--- config.mk ---
export PLATFORM = sky130hd
export DESIGN_NAME = breakout_game_ctrl_flat
export DESIGN_NICKNAME = d
export VERILOG_FILES = /design/src/rtl/breakout_pkg.sv /design/src/rtl/breakout_game_ctrl_if.sv /design/src/rtl/breakout_ball_motion.sv /design/src/rtl/breakout_game_ctrl.sv /design/src/flat_wrapper.sv
export SDC_FILE = /design/constraint.sdc
export NUM_CORES = 1
export LEC_CHECK = 0
export BUFFER_PORTS_ARGS = -buffer_cell sky130_fd_sc_hd__clkbuf_2
export CORE_ASPECT_RATIO = 0.75
export CORE_MARGIN = 2
export CORE_UTILIZATION = 57
export DETAILED_ROUTE_END_ITERATION = 7
export PLACE_DENSITY = 0.91
export SLEW_MARGIN = 20
export SYNTH_ARGS = -nofsm -noshare
export SYNTH_HDL_FRONTEND = slang
export SYNTH_SLANG_ARGS = --single-unit
--- constraint.sdc ---
create_clock -name vga_clk -period 12.4 [get_ports vga_clk]
set_input_delay 1.86 -clock vga_clk [delete_from_list [all_inputs] [get_ports vga_clk]]
set_output_delay 1.86 -clock vga_clk [all_outputs]
set_load 0.02 [all_outputs]
--- src/rtl/breakout_pkg.sv ---
// Shared definitions for the breakout game: screen geometry, ball size and
// the game state encoding seen by the renderer and the top level.
package breakout_pkg;

    localparam int H_RES  = 640;
    localparam int V_RES  = 480;
    localparam int BALL_R = 8;

    typedef enum logic [1:0] {
        ST_IDLE = 2'b00,
        ST_PLAY = 2'b01,
        ST_WIN  = 2'b10,
        ST_END  = 2'b11
    } game_state_e;

endpackage

--- src/rtl/breakout_game_ctrl_if.sv ---
// Signal bundle between the game controller and its surroundings.
// Handshake semantics: there is no valid/ready pair here. frame_tick is a
// single-cycle strobe with no back-pressure; every other input is a level
// sampled on each clock, and every output is a registered level (game_reset
// is a single-cycle registered pulse).
interface breakout_game_ctrl_if;
    import breakout_pkg::*;

    logic        frame_tick;
    logic        key_start;
    logic [9:0]  paddle_x;
    logic [49:0] brick_collision;
    logic        win_sig;
    logic [9:0]  ball_x;
    logic [9:0]  ball_y;
    game_state_e game_state;
    logic        game_reset;
    logic [1:0]  ball_dir;   // debug view {dir_x, dir_y}, 1 = coordinate increasing

    modport master (
        output frame_tick, key_start, paddle_x, brick_collision, win_sig,
        input  ball_x, ball_y, game_state, game_reset, ball_dir
    );

    modport slave (
        input  frame_tick, key_start, paddle_x, brick_collision, win_sig,
        output ball_x, ball_y, game_state, game_reset, ball_dir
    );

endinterface

--- src/rtl/breakout_ball_motion.sv ---
// Ball physics: wall/paddle/brick bounce evaluation, per-frame move and clamp.
// Direction bits use 1 = coordinate increasing (right / down).
module breakout_ball_motion
    import breakout_pkg::*;
#(
    parameter int BALL_SPEED    = 2,
    parameter int PADDLE_Y      = 440,
    parameter int PADDLE_HALF_W = 40,
    parameter int START_X       = 320,
    parameter int START_Y       = 400
) (
    input  logic       clk_i,
    input  logic       rst_i,
    input  logic       tick_en_i,     // advance one frame
    input  logic       load_start_i,  // serve position and direction
    input  logic       hit_i,         // a brick was hit since the last frame
    input  logic [9:0] paddle_x_i,
    output logic [9:0] x_o,
    output logic [9:0] y_o,
    output logic       dir_x_o,
    output logic       dir_y_o,
    output logic       bottom_o       // the candidate move touches the bottom edge
);

    localparam logic signed [10:0] STEP   = 11'(BALL_SPEED);
    localparam logic signed [10:0] X_LO   = 11'(BALL_R);
    localparam logic signed [10:0] X_HI   = 11'(H_RES - 1 - BALL_R);
    localparam logic signed [10:0] Y_LO   = 11'(BALL_R);
    localparam logic signed [10:0] Y_HI   = 11'(V_RES - 1 - BALL_R);
    localparam logic signed [10:0] PAD_LO = 11'(PADDLE_Y - BALL_R);
    localparam logic signed [10:0] PAD_HI = 11'(PADDLE_Y + BALL_SPEED + 1 - BALL_R);
    localparam logic signed [10:0] HALF_W = 11'(PADDLE_HALF_W);

    logic [9:0]         x_q, y_q, x_d, y_d;
    logic               dir_x_q, dir_y_q, dir_x_d, dir_y_d;
    logic signed [10:0] x_s, y_s, px_s, dx_s, adx_s, x_m, y_m;
    logic               paddle_hit;

    // Bounces on the current position first, then move and clamp to the screen.
    always_comb begin
        x_s     = $signed({1'b0, x_q});
        y_s     = $signed({1'b0, y_q});
        px_s    = $signed({1'b0, paddle_x_i});
        dx_s    = x_s - px_s;
        adx_s   = dx_s[10] ? -dx_s : dx_s;
        dir_x_d = dir_x_q;
        dir_y_d = dir_y_q;
        paddle_hit = 1'b0;

        if (x_s <= X_LO && !dir_x_q)
            dir_x_d = 1'b1;
        else if (x_s >= X_HI && dir_x_q)
            dir_x_d = 1'b0;

        if (y_s <= Y_LO && !dir_y_q)
            dir_y_d = 1'b1;

        if (dir_y_q && y_s >= PAD_LO && y_s < PAD_HI && adx_s <= HALF_W) begin
            dir_y_d    = 1'b0;
            paddle_hit = 1'b1;
        end

        // Any number of bricks reflect once; paddle plus brick still ends going up.
        if (hit_i)
            dir_y_d = paddle_hit ? 1'b0 : ~dir_y_d;

        x_m = dir_x_d ? x_s + STEP : x_s - STEP;
        y_m = dir_y_d ? y_s + STEP : y_s - STEP;
        x_d = (x_m < X_LO) ? 10'(X_LO) : (x_m > X_HI) ? 10'(X_HI) : 10'(x_m);
        y_d = (y_m < Y_LO) ? 10'(Y_LO) : (y_m > Y_HI) ? 10'(Y_HI) : 10'(y_m);
        bottom_o = (y_d >= 10'(Y_HI));
    end

    // Position/direction registers: serve on reset or load, else update per frame.
    always_ff @(posedge clk_i) begin
        if (rst_i || load_start_i) begin
            x_q     <= 10'(START_X);
            y_q     <= 10'(START_Y);
            dir_x_q <= 1'b1;
            dir_y_q <= 1'b0;
        end else if (tick_en_i) begin
            x_q     <= x_d;
            y_q     <= y_d;
            dir_x_q <= dir_x_d;
            dir_y_q <= dir_y_d;
        end
    end

    assign x_o     = x_q;
    assign y_o     = y_q;
    assign dir_x_o = dir_x_q;
    assign dir_y_o = dir_y_q;

endmodule

--- src/rtl/breakout_game_ctrl.sv ---
// Breakout game controller: start-button edge detect, game state machine,
// sticky brick-hit flag and the ball physics sub-block.
module breakout_game_ctrl
    import breakout_pkg::*;
#(
    parameter int BALL_SPEED    = 2,
    parameter int PADDLE_Y      = 440,
    parameter int PADDLE_HALF_W = 40,
    parameter int START_X       = 320,
    parameter int START_Y       = 400
) (
    input  logic               vga_clk,
    input  logic               sys_rst,
    breakout_game_ctrl_if.slave bus
);

    game_state_e state_q;
    logic        key_q;
    logic        game_reset_q;
    logic        hit_q;
    logic        start_edge, any_hit, play_tick, load_start, bottom;
    logic [9:0]  x, y;
    logic        dir_x, dir_y;

    assign start_edge = bus.key_start & ~key_q;
    assign any_hit    = |bus.brick_collision;
    assign play_tick  = bus.frame_tick & (state_q == ST_PLAY);
    // Ball sits at the serve point throughout IDLE and is reloaded when leaving WIN/END.
    assign load_start = (state_q == ST_IDLE) |
                        (((state_q == ST_WIN) | (state_q == ST_END)) & start_edge);

    // Game FSM with registered state, reset pulse, key history and hit flag.
    always_ff @(posedge vga_clk) begin
        if (sys_rst) begin
            state_q      <= ST_IDLE;
            key_q        <= 1'b0;
            game_reset_q <= 1'b0;
            hit_q        <= 1'b0;
        end else begin
            key_q        <= bus.key_start;
            game_reset_q <= 1'b0;
            case (state_q)
                ST_IDLE: begin
                    // The pulse cycle is spent in IDLE; PLAY follows it.
                    if (game_reset_q) begin
                        state_q <= ST_PLAY;
                    end else if (start_edge) begin
                        game_reset_q <= 1'b1;
                        hit_q        <= 1'b0;
                    end
                end
                ST_PLAY: begin
                    // Sticky until the frame consumes it; a hit on the tick cycle carries over.
                    if (bus.frame_tick)
                        hit_q <= any_hit;
                    else if (any_hit)
                        hit_q <= 1'b1;
                    if (bus.win_sig)
                        state_q <= ST_WIN;
                    else if (bus.frame_tick && bottom)
                        state_q <= ST_END;
                end
                ST_WIN, ST_END: begin
                    if (start_edge)
                        state_q <= ST_IDLE;
                end
                default: state_q <= ST_IDLE;
            endcase
        end
    end

    breakout_ball_motion #(
        .BALL_SPEED    (BALL_SPEED),
        .PADDLE_Y      (PADDLE_Y),
        .PADDLE_HALF_W (PADDLE_HALF_W),
        .START_X       (START_X),
        .START_Y       (START_Y)
    ) u_motion (
        .clk_i        (vga_clk),
        .rst_i        (sys_rst),
        .tick_en_i    (play_tick),
        .load_start_i (load_start),
        .hit_i        (hit_q),
        .paddle_x_i   (bus.paddle_x),
        .x_o          (x),
        .y_o          (y),
        .dir_x_o      (dir_x),
        .dir_y_o      (dir_y),
        .bottom_o     (bottom)
    );

    assign bus.ball_x     = x;
    assign bus.ball_y     = y;
    assign bus.game_state = state_q;
    assign bus.game_reset = game_reset_q;
    assign bus.ball_dir   = {dir_x, dir_y};

endmodule
--- src/flat_wrapper.sv ---
// flat-port wrapper written by rule: the top's interface ports become plain ports
module breakout_game_ctrl_flat import breakout_pkg::*;
#(
    parameter int BALL_SPEED    = 2,
    parameter int PADDLE_Y      = 440,
    parameter int PADDLE_HALF_W = 40,
    parameter int START_X       = 320,
    parameter int START_Y       = 400
)
  (vga_clk, sys_rst, bus_frame_tick, bus_key_start, bus_paddle_x, bus_brick_collision, bus_win_sig, bus_ball_x, bus_ball_y, bus_game_state, bus_game_reset, bus_ball_dir);
  breakout_game_ctrl_if bus_i ();
  input  logic vga_clk;
  input  logic sys_rst;
  input wire logic [$bits(bus_i.frame_tick)-1:0] bus_frame_tick;
  input wire logic [$bits(bus_i.key_start)-1:0] bus_key_start;
  input wire logic [$bits(bus_i.paddle_x)-1:0] bus_paddle_x;
  input wire logic [$bits(bus_i.brick_collision)-1:0] bus_brick_collision;
  input wire logic [$bits(bus_i.win_sig)-1:0] bus_win_sig;
  output wire logic [$bits(bus_i.ball_x)-1:0] bus_ball_x;
  output wire logic [$bits(bus_i.ball_y)-1:0] bus_ball_y;
  output wire logic [$bits(bus_i.game_state)-1:0] bus_game_state;
  output wire logic [$bits(bus_i.game_reset)-1:0] bus_game_reset;
  output wire logic [$bits(bus_i.ball_dir)-1:0] bus_ball_dir;
  assign bus_i.frame_tick = bus_frame_tick;
  assign bus_i.key_start = bus_key_start;
  assign bus_i.paddle_x = bus_paddle_x;
  assign bus_i.brick_collision = bus_brick_collision;
  assign bus_i.win_sig = bus_win_sig;
  assign bus_ball_x = bus_i.ball_x;
  assign bus_ball_y = bus_i.ball_y;
  assign bus_game_state = bus_i.game_state;
  assign bus_game_reset = bus_i.game_reset;
  assign bus_ball_dir = bus_i.ball_dir;
  breakout_game_ctrl #(.BALL_SPEED(BALL_SPEED), .PADDLE_Y(PADDLE_Y), .PADDLE_HALF_W(PADDLE_HALF_W), .START_X(START_X), .START_Y(START_Y)) u_core (.vga_clk(vga_clk), .sys_rst(sys_rst), .bus(bus_i));
endmodule
==> results of run 1 <==
## worst reg2reg max path, delay by kind of cell (launching register included)
family	cells	cell delay, ps
compound gates	13	3170
xor+xnor	1	260
fa+ha+maj	3	910
buf+inv	2	150
flops	1	380
mux	1	330
simple gates	3	390
## metrics by stage
step                      total power [W]  utilization  std cells
after floorplan                 0.0001365            -        402
after global placement          0.0001543       0.6709        553
after detailed placement        0.0001567       0.6709        553
after CTS                       0.0002068       0.6802        557
after global routing            0.0002178       0.6802        557
final                           0.0002081       0.6802        557
## how the worst max path moves through the flow
stage                     slack, ps  depth (start not counted)                endpoint
final                          5510                         23  u_core.u_motion.y_o[0]
after global routing           5040                         23  u_core.u_motion.y_o[0]
after CTS                      5550                         23  u_core.u_motion.y_o[0]
after detailed placement       5230                         23  u_core.u_motion.y_o[0]
after global placement         5560                         23  u_core.u_motion.y_o[0]
after floorplan                5910                         22  u_core.u_motion.y_o[0]
## kinds of logic after synthesis
kind of cell               synth area share
and+or+nand+nor                      0.2382
AOI/OAI and AO/OA                    0.3124
adders and majority gates            0.1338
DFF                                  0.1762
muxes                               0.01346
buffers and inverters               0.05465
xor gates and xnor gates            0.07137
## cells in the final DEF (no fill, tap or decap), types with 7 or more instances in the layout
cell | Yosys | final
dfxtp_1 | 27 | 27
clkbuf_2 | 0 | 89
a211oi_1 | 7 | 7
nor2_1 | 32 | 32
nand2_1 | 35 | 35
ha_1 | 28 | 28
nor4_1 | 14 | 14
xor2_1 | 11 | 11
a21o_1 | 12 | 12
nor2b_1 | 10 | 10
inv_1 | 25 | 25
nand3_1 | 14 | 14
a21oi_1 | 30 | 30
o211ai_1 | 7 | 7
o21ai_0 | 24 | 24
xnor2_1 | 9 | 9
## layer usage
metal | wire, µm | vias up
met1 | 3649 | 1558
met3 | 624 | 11
met2 | 4153 | 166
met4 | 74 | 0
li1 | - | 1662
met5 | 0 | -
## layout make-up
class	instances	share of cell area
Clock buffer	3	0.01153
Sequential cell	27	0.1509
Clock inverter	1	0.002096
Multi-Input combinational cell	337	0.6587
Inverter	25	0.02620
Timing Repair Buffer	89	0.1243
Tap cell	75	0.02620
## state kept, by name, indices dropped and copies added (netlist names)
| name | count |
|---|---|
| u_core.bus.game_reset | 1 |
| u_core.key_q | 1 |
| u_core.u_motion.x_o | 10 |
| u_core.bus.game_state | 2 |
| u_core.hit_q | 1 |
| u_core.u_motion.dir_x_o | 1 |
| u_core.u_motion.dir_y_o | 1 |
| u_core.u_motion.y_o | 10 |
## power groups by stage
stage,Combinational (W),Sequential (W),Clock (W)
global route,0.0000745,0.0000889,0.0000543
detailed placement,0.0000659,0.0000908,0
CTS,0.0000665,0.0000887,0.0000516
global placement,0.0000635,0.0000907,0
finish,0.0000676,0.0000888,0.0000517
floorplan,0.0000453,0.0000913,0
==> metrics.txt, run 1 <==
Clock Latency Late Sink=approximately 280 ps; Clk pin slew, worst setup/hold paths=90 ps; global-route wire length before repair=13,080 µm; clock sinks=27; root buf cell=clkbuf_8; drt drc=0; final setup fails=0; layout cells sized above 1=0.2303; #FFs+latches synth=27; final worst-path setup slack=5509 ps; H-tree depth=1; Peak VDD IR=31.33 µV; Hold Crit Depth=2; final slew viol count=0; number of setup buffers added after CTS=0; # diodes=0; GRT Overall Usage=0.2714; post-place instance area=0.003533 mm²; Worst path top cell family by delay=compound AO/OA/AOI/OAI gates; port bufs=approximately 90; post-synth net total=around 500; WL final=8503 µm; top_reg_cell synth=dfxtp_1; Num CTS Buffers=3; Layout fillers=roughly 450; Bufs and invs on worst path=2; Iteration-0 DRC Markers=around 360; Crit. End Element=flop; Slew @ Worst Pin=1043 ps; initial antenna violation count=0; slowest stage delay, CP=580 ps; clock power share=0.249; outcome=complete, no violations; Tmin final=6891 ps; PwrDens=58.08 mW/mm²; Starting Density=0.5826; max cap viols=0; hold_ws=500.0 ps; Hold-fix buffers, CTS=0; Final Instance Area=0.003582 mm²; Seq/Total Area, Yosys=0.1762; top cell type's share of synthesized area=0.1762; hpwl dp=6791 µm; pre-CTS WS=about 5200 ps; max_slew headroom=0.3047; P_sw=0.00006855 W; cells resized by post-CTS repair=0; min-delay worst type=flop to flop; r2r startpoint=u_core.u_motion.x_o[0]; Synth Warn #=0; Fin Setup TNS=0 ps; CTS Buffer Depth=2; WL per Instance=~15 µm; Routed Antenna Nets=0; Yosys top cell by area=dfxtp_1; RSZ-0062 raised after global routing=false; TritonCTS clock tree=built; io pins=90; final worst-path cycle share=0.5557; vias=3,397; worst clock skew=1.507 ps; Hold Startpoint=u_core.hit_q; Storage cell area=540.5 µm²; met3 GRT Util=0.02689; area of the multi-input gates=0.002360 mm²; crit path kind=primary input to flop; Area Overhead vs Synth=16.76%; design internal power=0.0001395 W; die width=88.72 µm; commonest cells in the netlist=nand2_1 (35), nor2_1 (32), a21oi_1 (30), ha_1 (28), dfxtp_1 (27); sequential cell fraction of total power=0.427; top cells by area, synth=dfxtp_1 (18%), ha_1 (11%), a21oi_1 (4.9%); Mapped Area=0.003068 mm²; Die ar.=approximately 0.0060 mm²; R2R cell count=23; met2 Use GR=0.5019; die height=67.54 µm; count leader, synth=nand2_1; Final nets=579; FP Rows=23; WP data required=about 13,000 ps; arrival time at the worst endpoint=a little over 7000 ps; vias in the first global route=3,062; largest net degree at the start of global routing=17; CP Cell Sequence=clkbuf_2, ha_1, inv_1, fa_1, a211oi_2, nor2_1, xnor2_2, o2111a_2, mux2_1, a22oi_1, a211oi_2, o211a_4, ha_1, a21o_1, a21o_1, a2111oi_1, o21ai_0, nor4bb_1, a22o_1, a21oi_1, nor2_1, o211ai_1, o22ai_1; Post-synth ARST share=0; worst r2r dst=u_core.u_motion.y_o[0]; Placer Congestion=between 0.9 and 1; Worst path slowest cell=a2111oi_1; post-synthesis cell type count=69; worst setup path startpoint=bus_paddle_x[0]; P_leak=around 1.6 nW; Mapped Cells=about 400; most used routing layer in global routing=met2; total congestion overflow=0; reg2reg setup slack=6680 ps; Core ar.=roughly 0.0053 mm²; final hold vios=0; combinational share of power=0.325; Max Freq=145.1 MHz; Hold Crit Endpoint=u_core.hit_q; startpoint types=primary input; met1 GRT Util=0.3415; sw frac=0.3294; Mean Syn Cell Area=~7.6 µm²; Post-synth EDFFs=0; crit path max fanout=11; DR vias/cell=a little over 6; DR pass1 iterations=7
(Power assumes the default switching activity.)
==> inputs of run 2 (changes only) <==
- CORE_UTILIZATION: 57 -> 48
- PLACE_DENSITY: 0.91 -> 0.82
- clock period: 12.4 -> 5.85 ns (I/O delays scaled with it)
==> metrics.txt, run 2 (synthesis results as in run 1) <==
WP data required=5990 ps (-6560 ps); Num CTS Buffers=3 (unchanged); min-delay worst type=flop to flop; final setup fails=0 (unchanged); Core ar.=0.006256 mm² (+19%); WL final=8564 µm (+0.72%); Placer Congestion=0.9477 (about the same); PwrDens=121.3 mW/mm² (+110%); post-place instance area=0.003578 mm² (+1.3%); Final Instance Area=0.003684 mm² (+2.8%); P_sw=0.0001461 W (+110%); Iteration-0 DRC Markers=190 (-46%); WL per Instance=15.00 µm (-1.8%); vias in the first global route=2,977 (-2.8%); Clock Latency Late Sink=270 ps (about the same); hpwl dp=7010 µm (+3.2%); initial antenna violation count=0 (unchanged); combinational share of power=0.341 (+0.016); DR vias/cell=5.884 (-3.5%); post-route insts no fill=571 (+2.5%); Layout fillers=602 (+34%); FP Rows=25 (+8.7%); Crit. End Element=flop; clock power share=0.238 (-0.011); vias=3,360 (-1.1%); crit path kind=primary input to flop; RSZ-0062 raised after global routing=false; CTS Buffer Depth=2 (unchanged); drt drc=0 (unchanged); io pins=90 (unchanged); Final nets=587 (+1.4%); Peak VDD IR=66.67 µV (+110%); DR pass1 iterations=6 (-1); design internal power=0.0003009 W (+120%); P_leak=1.699 nW (+3.1%); arrival time at the worst endpoint=5680 ps (-1360 ps); die width=96.32 µm (+8.6%); Max Freq=around 180 MHz; startpoint types=primary input; final worst-path cycle share=0.9469; Die ar.=0.007054 mm² (+18%); Fin Setup TNS=0 ps (unchanged); outcome=complete, no violations; placed instance count=564 (+2.0%); Hold-fix buffers, CTS=0 (unchanged); crit path max fanout=5 (-6); Slew @ Worst Pin=808.7 ps (-234.2 ps); Area Overhead vs Synth=20.07%; largest net degree at the start of global routing=17 (unchanged); # diodes=0 (unchanged); most frequent cells in the layout=clkbuf_2 (89), nand2_1 (35), nor2_1 (32); layout cells sized above 1=0.2490 (+0.01869); Tmin final=5540 ps; GRT Overall Usage=0.2344 (-0.03703); commonest non-fill, non-tap cell in the layout=clkbuf_2; max_slew headroom=0.4576 (+0.1529); H-tree depth=1 (unchanged); root buf cell=clkbuf_8; global-route wire length before repair=13,340 µm (+1.9%); clock sinks=27 (unchanged); Routed Antenna Nets=0 (unchanged); final hold vios=0 (unchanged); sequential cell fraction of total power=0.421 (-0.006); sw frac=0.3268 (-0.002640); max cap viols=0 (unchanged); total congestion overflow=0 (unchanged); worst clock skew=6.497 ps (+4.990 ps); die height=73.24 µm (+8.4%); port bufs=89 (unchanged); Clk pin slew, worst setup/hold paths=100 ps (about the same); Starting Density=0.4904 (-0.09216); final slew viol count=0 (unchanged); TritonCTS clock tree=built
run 2: cell types whose count changed in the layout (fill, tap and decap cells not counted), sizes merged:
cell,delta
clkinvlp,-1
buf,+8
clkinv,+1
run 2: critical path: stages:
cell      delay, ps
clkbuf_2         80
ha_1            170
inv_1            60
fa_1            410
a211oi_2        280
o21ai_1         160
xor2_1          200
buf_4           150
a21oi_2         210
and3_1          230
o221ai_2        100
a211oi_2        220
o211a_4         210
ha_1            250
a21o_1          190
a21o_1          240
a21o_1          200
a311o_1         400
nor2b_1         160
a22o_1          230
a21oi_2         230
nor2_1           90
o211ai_1        190
o22ai_1         100
run 2: area by class of cell:
| class | count | area, µm² | share of cell area |
|---|---|---|---|
| clock buffers | 3 | 41.29 | 0.01121 |
| repair buffers | 97 | 505.5 | 0.1372 |
| well taps | 81 | 101.3 | 0.02751 |
| inverters | 25 | 93.84 | 0.02548 |
| flip-flops and latches | 27 | 540.5 | 0.1467 |
| clock inverters | 1 | 5.005 | 0.001359 |
| multi-input cells | 337 | 2396 | 0.6505 |
run 2: worst paths after layout:
check                         start                endpoint  slack, ps  cells after the start
max reg2reg  u_core.u_motion.x_o[0]  u_core.u_motion.y_o[0]        520                     24
min          u_core.u_motion.y_o[6]  u_core.u_motion.y_o[6]        530                      2
min reg2reg  u_core.u_motion.y_o[6]  u_core.u_motion.y_o[6]        530                      2
max                 bus_paddle_x[0]  u_core.u_motion.y_o[0]        310                     24
run 2: through the flow:
| stage | util | hold WS (ps) | total power (W) | setup WS (ps) |
|---|---|---|---|---|
| 2_1_floorplan | - | 455.4 | 0.0002894 | 340.7 |
| 3_3_place_gp | 0.5720 | 511.8 | 0.0003315 | 193.3 |
| 3_5_place_dp | 0.5720 | 505.7 | 0.0003362 | -100.8 |
| 4_1_cts | 0.5794 | 526.0 | 0.0004395 | 196.0 |
| 5_1_grt | 0.5888 | 534.4 | 0.0004717 | 0.5596 |
| 6_report | 0.5888 | 531.7 | 0.0004470 | 310.4 |
run 2: power by group through the flow:
| stage | combinational, W | sequential (W) | clock [W] |
|---|---|---|---|
| finish | 0.000152 | 0.000188 | 0.000106 |
| global route | 0.000168 | 0.000189 | 0.000115 |
| CTS | 0.000144 | 0.000188 | 0.000107 |
| detailed placement | 0.000144 | 0.000193 | 0 |
| global placement | 0.000139 | 0.000192 | 0 |
| floorplan | 0.0000959 | 0.000194 | 0 |
run 2: timing repair:
| item | CTS | global route |
|---|---|---|
| setup buffers | 0 | 3 |
| endpoints found under the setup margin | 0 | 10 |
| gates resized for setup | 0 | 5 |
run 2: layer usage:
| metal | GRT usage | share of wire | up-vias |
|---|---|---|---|
| met5 | 0 | 0 | - |
| met4 | 0.05790 | 0.012 | 0 |
| met3 | 0.02273 | 0.077 | 11 |
| met2 | 0.4097 | 0.46 | 138 |
| met1 | 0.3112 | 0.45 | 1528 |
| li1 | - | - | 1683 |
